[config.mk]
export PLATFORM = sky130hd
export DESIGN_NAME = s6_multiboot_ctrl_flat
export DESIGN_NICKNAME = d
export VERILOG_FILES = /design/src/rtl/s6_multiboot_ctrl_if.sv /design/src/rtl/s6_multiboot_ctrl.sv /design/src/flat_wrapper.sv
export SDC_FILE = /design/constraint.sdc
export NUM_CORES = 1
export LEC_CHECK = 0
export BUFFER_PORTS_ARGS = -buffer_cell sky130_fd_sc_hd__buf_4
export CAP_MARGIN = 0
export CORE_MARGIN = 10
export CORE_UTILIZATION = 35
export DETAILED_ROUTE_END_ITERATION = 10
export SYNTH_ARGS = -nofsm -noshare
export SYNTH_HDL_FRONTEND = slang
export SYNTH_SLANG_ARGS = --single-unit
[constraint.sdc]
create_clock -name clk -period 3.2 [get_ports clk]
set_input_delay 0.32 -clock clk [delete_from_list [all_inputs] [get_ports clk]]
set_output_delay 0.32 -clock clk [all_outputs]
set_load 0.005 [all_outputs]
[src/rtl/s6_multiboot_ctrl_if.sv]
// rtl/s6_multiboot_ctrl_if.sv - settings bus and ICAP port bundle for the multiboot sequencer
interface s6_multiboot_ctrl_if;
    logic        set_stb;
    logic [7:0]  set_addr;
    logic [31:0] set_data;
    logic        icap_busy;
    logic        icap_ce_n;
    logic        icap_write_n;
    logic [15:0] icap_i;
    logic        busy;
    logic        done;

    modport slave (
        input  set_stb, set_addr, set_data, icap_busy,
        output icap_ce_n, icap_write_n, icap_i, busy, done
    );

    modport master (
        output set_stb, set_addr, set_data, icap_busy,
        input  icap_ce_n, icap_write_n, icap_i, busy, done
    );
endinterface

[src/rtl/s6_multiboot_ctrl.sv]
// rtl/s6_multiboot_ctrl.sv - guarded IPROG sequencer driving the Spartan-6 ICAP port
module s6_multiboot_ctrl #(
    parameter int unsigned SR_BASE       = 0,
    parameter logic [7:0]  SPI_RD_OPCODE = 8'h0B,
    parameter bit          BITSWAP       = 1'b1
) (
    input logic                clk,
    input logic                reset_n,
    s6_multiboot_ctrl_if.slave bus
);
    localparam logic [7:0] ADDR_MB   = 8'(SR_BASE);
    localparam logic [7:0] ADDR_GD   = 8'(SR_BASE + 32'd1);
    localparam logic [7:0] ADDR_TRIG = 8'(SR_BASE + 32'd2);
    localparam logic [3:0] LAST_IDX  = 4'd13;

    typedef enum logic [1:0] {ST_IDLE, ST_SEND, ST_HOLD, ST_DONE} state_t;

    state_t      state_q, state_d;
    logic [3:0]  idx_q, idx_d;
    logic [23:0] mb_addr_q, mb_addr_d;
    logic [23:0] gd_addr_q, gd_addr_d;
    logic [23:0] mb_sh_q, mb_sh_d;
    logic [23:0] gd_sh_q, gd_sh_d;
    logic        ce_n_q, ce_n_d;
    logic        write_n_q, write_n_d;
    logic [15:0] icap_i_q, icap_i_d;
    logic        busy_q, busy_d;
    logic        done_q, done_d;
    logic        trig;
    logic        sending;
    logic [15:0] word;

    function automatic logic [15:0] iprog_word(input logic [3:0] idx,
                                               input logic [23:0] m,
                                               input logic [23:0] g);
        logic [15:0] w;
        case (idx)
            4'd0:    w = 16'hFFFF;
            4'd1:    w = 16'hAA99;
            4'd2:    w = 16'h5566;
            4'd3:    w = 16'h3261;
            4'd4:    w = m[15:0];
            4'd5:    w = 16'h3281;
            4'd6:    w = {SPI_RD_OPCODE, m[23:16]};
            4'd7:    w = 16'h32A1;
            4'd8:    w = g[15:0];
            4'd9:    w = 16'h32C1;
            4'd10:   w = {SPI_RD_OPCODE, g[23:16]};
            4'd11:   w = 16'h30A1;
            4'd12:   w = 16'h000E;
            4'd13:   w = 16'h2000;
            default: w = 16'h0000;
        endcase
        return w;
    endfunction

    function automatic logic [15:0] byte_rev(input logic [15:0] w);
        logic [15:0] r;
        for (int i = 0; i < 8; i++) begin
            r[i]     = w[7-i];
            r[8+i]   = w[15-i];
        end
        return r;
    endfunction

    always_comb begin
        state_d   = state_q;
        idx_d     = idx_q;
        mb_addr_d = mb_addr_q;
        gd_addr_d = gd_addr_q;
        mb_sh_d   = mb_sh_q;
        gd_sh_d   = gd_sh_q;

        trig = bus.set_stb && (bus.set_addr == ADDR_TRIG) && (bus.set_data[31:16] == 16'hB007);
        if (bus.set_stb && bus.set_addr == ADDR_MB) mb_addr_d = bus.set_data[23:0];
        if (bus.set_stb && bus.set_addr == ADDR_GD) gd_addr_d = bus.set_data[23:0];

        case (state_q)
            ST_IDLE: begin
                // Shadows take the pre-write register values so a same-cycle update misses this run
                if (trig) begin
                    state_d = ST_SEND;
                    idx_d   = 4'd0;
                    mb_sh_d = mb_addr_q;
                    gd_sh_d = gd_addr_q;
                end
            end
            ST_SEND, ST_HOLD: begin
                if (bus.icap_busy) begin
                    state_d = ST_HOLD;
                end else if (idx_q == LAST_IDX) begin
                    state_d = ST_DONE;
                end else begin
                    state_d = ST_SEND;
                    idx_d   = 4'(idx_q + 4'd1);
                end
            end
            ST_DONE: state_d = ST_DONE;
            default: state_d = ST_IDLE;
        endcase

        // Outputs are computed from the next state so every port comes straight from a flop
        sending   = (state_d == ST_SEND) || (state_d == ST_HOLD);
        word      = iprog_word(idx_d, mb_sh_d, gd_sh_d);
        ce_n_d    = !sending;
        write_n_d = !sending;
        busy_d    = sending;
        done_d    = (state_d == ST_DONE);
        icap_i_d  = sending ? (BITSWAP ? byte_rev(word) : word) : 16'h0000;
    end

    always_ff @(posedge clk or negedge reset_n) begin
        if (!reset_n) begin
            state_q   <= ST_IDLE;
            idx_q     <= 4'd0;
            mb_addr_q <= 24'd0;
            gd_addr_q <= 24'd0;
            mb_sh_q   <= 24'd0;
            gd_sh_q   <= 24'd0;
            ce_n_q    <= 1'b1;
            write_n_q <= 1'b1;
            icap_i_q  <= 16'h0000;
            busy_q    <= 1'b0;
            done_q    <= 1'b0;
        end else begin
            state_q   <= state_d;
            idx_q     <= idx_d;
            mb_addr_q <= mb_addr_d;
            gd_addr_q <= gd_addr_d;
            mb_sh_q   <= mb_sh_d;
            gd_sh_q   <= gd_sh_d;
            ce_n_q    <= ce_n_d;
            write_n_q <= write_n_d;
            icap_i_q  <= icap_i_d;
            busy_q    <= busy_d;
            done_q    <= done_d;
        end
    end

    assign bus.icap_ce_n    = ce_n_q;
    assign bus.icap_write_n = write_n_q;
    assign bus.icap_i       = icap_i_q;
    assign bus.busy         = busy_q;
    assign bus.done         = done_q;
endmodule

[src/flat_wrapper.sv]
// flat-port wrapper written by rule: the top's interface ports become plain ports
module s6_multiboot_ctrl_flat 
#(
    parameter int unsigned SR_BASE       = 0,
    parameter logic [7:0]  SPI_RD_OPCODE = 8'h0B,
    parameter bit          BITSWAP       = 1'b1
)
  (clk, reset_n, bus_set_stb, bus_set_addr, bus_set_data, bus_icap_busy, bus_icap_ce_n, bus_icap_write_n, bus_icap_i, bus_busy, bus_done);
  s6_multiboot_ctrl_if bus_i ();
  input logic clk;
  input logic reset_n;
  input wire logic [$bits(bus_i.set_stb)-1:0] bus_set_stb;
  input wire logic [$bits(bus_i.set_addr)-1:0] bus_set_addr;
  input wire logic [$bits(bus_i.set_data)-1:0] bus_set_data;
  input wire logic [$bits(bus_i.icap_busy)-1:0] bus_icap_busy;
  output wire logic [$bits(bus_i.icap_ce_n)-1:0] bus_icap_ce_n;
  output wire logic [$bits(bus_i.icap_write_n)-1:0] bus_icap_write_n;
  output wire logic [$bits(bus_i.icap_i)-1:0] bus_icap_i;
  output wire logic [$bits(bus_i.busy)-1:0] bus_busy;
  output wire logic [$bits(bus_i.done)-1:0] bus_done;
  assign bus_i.set_stb = bus_set_stb;
  assign bus_i.set_addr = bus_set_addr;
  assign bus_i.set_data = bus_set_data;
  assign bus_i.icap_busy = bus_icap_busy;
  assign bus_icap_ce_n = bus_i.icap_ce_n;
  assign bus_icap_write_n = bus_i.icap_write_n;
  assign bus_icap_i = bus_i.icap_i;
  assign bus_busy = bus_i.busy;
  assign bus_done = bus_i.done;
  s6_multiboot_ctrl #(.SR_BASE(SR_BASE), .SPI_RD_OPCODE(SPI_RD_OPCODE), .BITSWAP(BITSWAP)) u_core (.clk(clk), .reset_n(reset_n), .bus(bus_i));
endmodule
==> qor.csv, run 1 <==
stage,metric,value,unit
clocking,CTS Buf Count,17,
setup_path,R2R setup slack,0.29,ns
route,total wire length,12600,um
timing,number of setup violations in the final report,0,
route,top sig layer,met4,
setup_path,critical path class,reg -> reg,
logic_synthesis,Cell variety after synth,55,
clocking,CTS Hold Buffers Added,0,
final_layout,Finished Layout Cells,697,
clocking,H-tree depth,4,
clocking,Resize count post-CTS,0,
setup_path,slowest library cell on the worst path,o311ai_1,
timing,Max Fclk,344,MHz
placement,global placement routability congestion,0.807,
logic_synthesis,"Top FF cell, synth",dfrtp_1,
route,DRC,0,
final_layout,ANT cells,0,
pwr,Max VDD drop,0.316,mV
clocking,# Post-CTS Setup Buffers,0,
global_routing,largest net degree at the start of global routing,78,
setup_path,Critical R2R Capture,u_core.bus.icap_i[1],
route,vias post-DR,3590,
clocking,clk_lat worst skew,0.41,ns
logic_synthesis,"Seq/Total Area, Yosys",57.5,%
route,initial DRC count,249,
setup_path,"Largest delay share family, worst path",compound AO/OA/AOI/OAI gates,
floorplanning,die area,20300,um2
final_layout,"commonest non-fill, non-tap cell in the layout",dfrtp_1,
setup_path,"slowest stage delay, CP",0.59,ns
logic_synthesis,Mapped Nets,482,
placement,placed insts,665,
route,wire length on met3,619,um
final_layout,Area Growth Syn to Fin,24.5,%
timing,worst-case hold slack,0.0574,ns
logic_synthesis,Post-Synthesis Cell Area,5270,um2
placement,Final HPWL DP,8720,um
logic_synthesis,ys async rst share,100,%
timing,Final Skew,0.00666,ns
timing,RSZ-0062 raised after global routing,no,
timing,setup TNS,0,ns
setup_path,Worst Path Max Fanout,31,
route,metal2 WL,5840,um
setup_path,crit start category,register,
logic_synthesis,Post-synth EDFFs,0,
timing,fin crit share,90.8,%
setup_path,Crit path arrival time,3.20,ns
logic_synthesis,synthesized flop and latch total,121,
route,post-route ant nets,0,
logic_synthesis,Post-Syn Area per Cell,12.2,um2
final_layout,Layout Nets,550,
setup_path,CP Cell Sequence,"inv_1, ha_1, inv_2, o41a_1, nor2b_1, a221oi_4, buf_4, o311ai_1, a31oi_1, a31o_1",
route,vias per std cell,5.15,
route,Detailed Routing Iterations Pass 1,4,
worst_hold_path,Worst Hold Class,in -> async,
final_layout,"commonest non-fill, non-tap cells in the layout","dfrtp_1 (120), buf_4 (73), mux2_2 (70), nand2_1 (67), clkbuf_16 (17)",
timing,Worst slew margin,35.1,%
global_routing,vias in the first global route,3777,
final_layout,fillers,1351,
setup_path,critical path endpoint category,register,
setup_path,Reg2Reg Depth,10,
route,DR WL/cell,18.0,um
floorplanning,core area,14600,um2
final_layout,layout cell share with drive strength beyond 1,37.2,%
outcome,outcome,completed,
global_routing,gr ovfl total,0,
timing,"Slew Viols, Final",0,
timing,fin crit period,2.91,ns
global_routing,first-pass GRT wire length,20500,um
floorplanning,Die Width,143,um
floorplanning,Initial Utilization,36.0,%
pwr,Power Density,897,nW/um2
floorplanning,cell row count,44,
clocking,Clock Path Buffers,2,
clocking,TritonCTS Sinks,121,
setup_path,reg2reg start,u_core.state_q[0],
global_routing,initial antenna violation count,0,
timing,worst-margin pin slew,0.974,ns
timing,"Hold Violations, Final",0,
clocking,TritonCTS clock tree,built,
pwr,static leakage,3.26,nW
floorplanning,Die Height,143,um
clocking,clock-pin transition on the worst setup and hold timing paths,0.06,ns
logic_synthesis,Post-Syn Instances,432,
setup_path,Worst Path Required,3.50,ns
flow_run,maxcap violations,0,
setup_path,critical path buffer and inverter count,3,
global_routing,Total GRT Usage,12.9,%
clocking,Root Buffer,clkbuf_16,
route,met1 WL,5930,um
floorplanning,# IOs,64,
logic_synthesis,Syn. warnings,0,
placement,I/O Buffers,63,
Yosys cell counts, types with 2 or more instances:
library cell | number | area [um2]
o21a_1 | 7 | 52.6
o311ai_1 | 2 | 17.5
mux2_2 | 70 | 788
a22oi_1 | 6 | 45.0
o221ai_1 | 2 | 17.5
nor2b_1 | 3 | 18.8
a211oi_1 | 2 | 15.0
nor4_1 | 2 | 12.5
ha_1 | 6 | 75.1
mux2_1 | 8 | 90.1
and2_1 | 3 | 18.8
inv_2 | 5 | 18.8
a21o_1 | 4 | 30.0
a211o_1 | 2 | 17.5
nand4_1 | 3 | 18.8
nand2_1 | 67 | 251
clkbuf_1 | 10 | 37.5
o22ai_1 | 2 | 12.5
buf_1 | 2 | 7.51
nor2_1 | 12 | 45.0
a2bb2oi_1 | 2 | 17.5
a21oi_1 | 15 | 75.1
buf_4 | 3 | 22.5
a32oi_1 | 2 | 17.5
nor3_1 | 9 | 45.0
a31oi_1 | 8 | 50.1
nor4_2 | 2 | 25.0
o21ai_1 | 5 | 25.0
dfrtp_1 | 120 | 3000
nand3_1 | 9 | 45.0
buf_2 | 9 | 45.0
inv_1 | 5 | 18.8
and4b_1 | 2 | 20.0
o21ai_0 | 2 | 10.0
per-layer routing:
| metal | vias to the layer above | track usage [%] |
|---|---|---|
| met1 | 1795 | 17.0 |
| met3 | 18 | 4.18 |
| li1 | 1693 | - |
| met5 | - | 0 |
| met2 | 84 | 19.2 |
| met4 | 0 | 5.27 |
final cells by class:
cell class | count | area, um2 | area share (%)
multi-input cells | 276 | 2080 | 31.8
flip-flops and latches | 121 | 3030 | 46.2
clock inverters | 11 | 145 | 2.21
clock buffers | 21 | 460 | 7.02
well taps | 184 | 230 | 3.51
inverters | 10 | 37.5 | 0.573
repair buffers | 74 | 568 | 8.67
sequential cells by signal (all words and copies together) (netlist names):
name,cells
u_core.bus.icap_ce_n,1
u_core.mb_sh_q,24
u_core.bus.done,1
u_core.state_q,2
u_core.gd_sh_q,24
u_core.bus.icap_i,16
u_core.bus.busy,1
u_core.gd_addr_q,24
u_core.idx_q,4
u_core.mb_addr_q,24
where the power goes:
part / total, mW / internal, mW / switching [mW]
sequential: 1.86 / 1.75 / 0.107
clock: 1.94 / 1.26 / 0.677
combinational: 2.08 / 0.802 / 1.28
worst register-to-register path: stages (launching register included):
cell	delay, ns
dfrtp_1	0.36
inv_1	0.08
ha_1	0.34
inv_2	0.08
o41a_1	0.44
nor2b_1	0.21
a221oi_4	0.10
buf_4	0.26
o311ai_1	0.60
a31oi_1	0.10
a31o_1	0.22
stage by stage:
stage	area [um2]	total power, mW	setup slack, ns	util [%]
after CTS	6560	5.92	0.324	44.8
after detailed placement	5950	3.97	0.355	40.6
after global routing	6560	6.25	0.0860	44.8
after global placement	5950	3.92	0.384	40.6
final	6560	5.88	0.295	44.8
after floorplan	5270	3.20	0.849	-
worst max path at each step:
| stage | startpoint | to | slack [ns] | cells after the start |
|---|---|---|---|---|
| floorplan | u_core.state_q[1] | u_core.bus.icap_i[2] | 0.85 | 10 |
| global placement | u_core.state_q[1] | u_core.bus.icap_i[1] | 0.38 | 10 |
| detailed placement | u_core.state_q[1] | u_core.bus.icap_i[1] | 0.36 | 10 |
| CTS | u_core.state_q[0] | u_core.bus.icap_i[1] | 0.32 | 10 |
| global route | u_core.state_q[0] | u_core.bus.icap_i[1] | 0.09 | 10 |
| finish | u_core.state_q[0] | u_core.bus.icap_i[1] | 0.29 | 10 |
logic make-up after synthesis:
kind of cell | after synthesis | share of synthesized area [%]
mux | 79 | 17.0
buf+inv | 35 | 3.07
compound gates | 72 | 10.3
flops | 121 | 57.5
simple gates | 119 | 10.7
fa+ha+maj | 6 | 1.43
(Power assumes the default switching activity.)
==> inputs of run 2 (changes only) <==
CORE_ASPECT_RATIO = 1.4   (was not set)
==> run 2 against run 1 <==
Compared with the run above:
- worst hold slack lost 0.042 ns
- register-to-register slack lost 0.03 ns
- sequential share of layout area shrank 0.31 points
- via count grew 0.84%
- worst setup slack lost 0.035 ns
- count of clock-buffer cells in the layout shrank 4
- first-iteration DRC count shrank 22%
- die area grew 0.34%
- sequential power is essentially flat
- power shrank 0.41%
==> qor.csv, run 2 (synthesis gave the netlist of run 1 again) <==
stage,metric,value,unit,change
outcome,outcome,completed,,
global_routing,Total GRT Usage,13.0,%,+0.071 points
global_routing,initial antenna violation count,0,,unchanged
setup_path,slowest library cell on the worst path,o311ai_1,,
timing,fin crit period,2.94,ns,+0.0349 ns
route,vias post-DR,3620,,+0.84%
clocking,clk_lat worst skew,0.41,ns,about the same
route,total wire length,12400,um,-1.0%
timing,Worst slew margin,43.0,%,+7.9 points
floorplanning,core area,14900,um2,+1.9%
placement,placed insts,676,,+1.7%
global_routing,first-pass GRT wire length,20800,um,+1.2%
setup_path,"Largest delay share family, worst path",compound AO/OA/AOI/OAI gates,,
worst_hold_path,Worst Hold Class,in -> async,,
route,initial DRC count,193,,-22%
timing,Final Skew,0.00728,ns,+0.000622 ns
final_layout,"commonest non-fill, non-tap cell in the layout",dfrtp_1,,
timing,fin crit share,91.9,%,+1.1 points
placement,I/O Buffers,63,,unchanged
pwr,Sequential Power Share,31.6,%,about the same
route,vias per std cell,5.11,,-0.73%
final_layout,layout cell share with drive strength beyond 1,38.0,%,+0.75 points
timing,number of setup violations in the final report,0,,unchanged
route,DR WL/cell,17.6,um,-2.5%
clocking,H-tree depth,4,,unchanged
placement,global placement routability congestion,0.818,,+1.4%
clocking,# Post-CTS Setup Buffers,0,,unchanged
setup_path,CP Cell Sequence,"inv_1, ha_1, inv_2, o41a_1, nor2b_1, a221oi_4, buf_4, o311ai_1, a31oi_1, a31o_1",,
setup_path,"slowest stage delay, CP",0.59,ns,about the same
pwr,combinational power share,35.6,%,+0.2 points
timing,setup TNS,0,ns,unchanged
setup_path,critical path class,reg -> reg,,
setup_path,crit start category,register,,
floorplanning,Die Height,165,um,+16%
clocking,Resize count post-CTS,0,,unchanged
setup_path,Crit path arrival time,3.23,ns,+0.03 ns
clocking,Root Buffer,clkbuf_16,,
pwr,switch share,35.1,%,+0.038 points
global_routing,largest net degree at the start of global routing,67,,-14%
flow_run,maxcap violations,0,,unchanged
clocking,clock-pin transition on the worst setup and hold timing paths,0.06,ns,about the same
pwr,Clock Power Share,32.8,%,-0.2 points
final_layout,Area Growth Syn to Fin,25.3,%,
pwr,switching power,2.05,mW,-0.30%
clocking,TritonCTS clock tree,built,,
setup_path,Worst Path Required,3.49,ns,about the same
pwr,Tot Pwr,5.85,mW,-0.41%
final_layout,ANT cells,0,,unchanged
clocking,CTS Hold Buffers Added,0,,unchanged
final_layout,Finished Layout Cells,708,,+1.6%
timing,worst-margin pin slew,0.855,ns,-0.119 ns
timing,Max Fclk,340,MHz,-1.2%
floorplanning,Die Width,124,um,-13%
clocking,CTS Buf Count,17,,unchanged
final_layout,Layout Nets,553,,+0.55%
global_routing,vias in the first global route,3969,,+5.1%
floorplanning,cell row count,53,,+20%
pwr,Pint,3.80,mW,-0.47%
timing,RSZ-0062 raised after global routing,no,,
global_routing,gr ovfl total,0,,unchanged
floorplanning,Initial Utilization,35.3,%,-0.67 points
floorplanning,die area,20400,um2,+0.34%
route,DRC,0,,unchanged
pwr,Power Density,887,nW/um2,-1.1%
timing,worst-case hold slack,0.0154,ns,-0.0420 ns
clocking,Clock Path Buffers,2,,unchanged
pwr,static leakage,3.28,nW,+0.58%
setup_path,Worst Path Max Fanout,31,,unchanged
setup_path,critical path buffer and inverter count,3,,unchanged
final_layout,fin util,44.2,%,-0.54 points
route,post-route ant nets,0,,unchanged
final_layout,"commonest non-fill, non-tap cells in the layout","dfrtp_1 (120), buf_4 (75), mux2_2 (70), nand2_1 (67), clkbuf_16 (17)",,
setup_path,critical path endpoint category,register,,
floorplanning,# IOs,64,,unchanged
route,Detailed Routing Iterations Pass 1,4,,unchanged
placement,Final HPWL DP,8670,um,-0.64%
clocking,TritonCTS Sinks,121,,unchanged
timing,"Slew Viols, Final",0,,unchanged
timing,"Hold Violations, Final",0,,unchanged
pwr,Max VDD drop,0.426,mV,+35%
==> run 2: area by class of cell <==
type / count / area (um2)
fillers: 1370 / 8320
flip-flops and latches: 121 / 3030
multi-input cells: 276 / 2080
repair buffers: 77 / 603
clock buffers: 17 / 425
well taps: 192 / 240
clock inverters: 15 / 179
inverters: 10 / 37.5
==> run 2: metrics by stage <==
step                worst slack (ns)  cell area [um2]
global placement               0.274             5990
detailed placement             0.185             5990
floorplan                      0.849             5270
global route                   0.104             6600
CTS                            0.333             6600
finish                         0.260             6600
==> run 2: worst reg2reg max path, cell delays in order (launching register included) <==
cell,delay (ns)
dfrtp_1,0.37
inv_1,0.07
ha_1,0.34
inv_2,0.08
o41a_1,0.45
nor2b_1,0.25
a221oi_4,0.10
buf_4,0.25
o311ai_1,0.60
a31oi_1,0.09
a31o_1,0.21
==> run 2: routing by layer <==
layer / up-vias / part of all wire (%) / global-route usage (%)
met2: 81 / 53 / 22.0
met3: 13 / 4.0 / 3.81
li1: 1690 / - / -
met4: 0 / 1.4 / 4.46
met1: 1836 / 42 / 15.2
met5: - / 0 / 0
==> run 2: power by group through the flow <==
stage / clock network, mW / logic (mW) / registers [mW]
CTS: 1.95 / 2.10 / 1.85
finish: 1.92 / 2.08 / 1.85
detailed placement: 0 / 2.09 / 1.88
global placement: 0 / 2.02 / 1.88
global route: 2.03 / 2.31 / 1.88
floorplan: 0 / 1.34 / 1.86
==> run 2: final timing paths <==
| kind | cells past startpoint | start | slack (ns) | end |
|---|---|---|---|---|
| worst max register to register | 10 | u_core.state_q[1] | 0.26 | u_core.bus.icap_i[1] |
| worst max-delay path | 10 | u_core.state_q[1] | 0.26 | u_core.bus.icap_i[1] |
| worst min-delay path | 1 | reset_n | 0.02 | u_core.bus.icap_i[14] |
| max in group asynchronous | 2 | reset_n | 2.37 | u_core.mb_sh_q[0] |
| min in group clk | 2 | bus_set_data[3] | 0.15 | u_core.gd_addr_q[3] |
| worst min register to register | 2 | u_core.mb_sh_q[17] | 0.47 | u_core.mb_sh_q[17] |
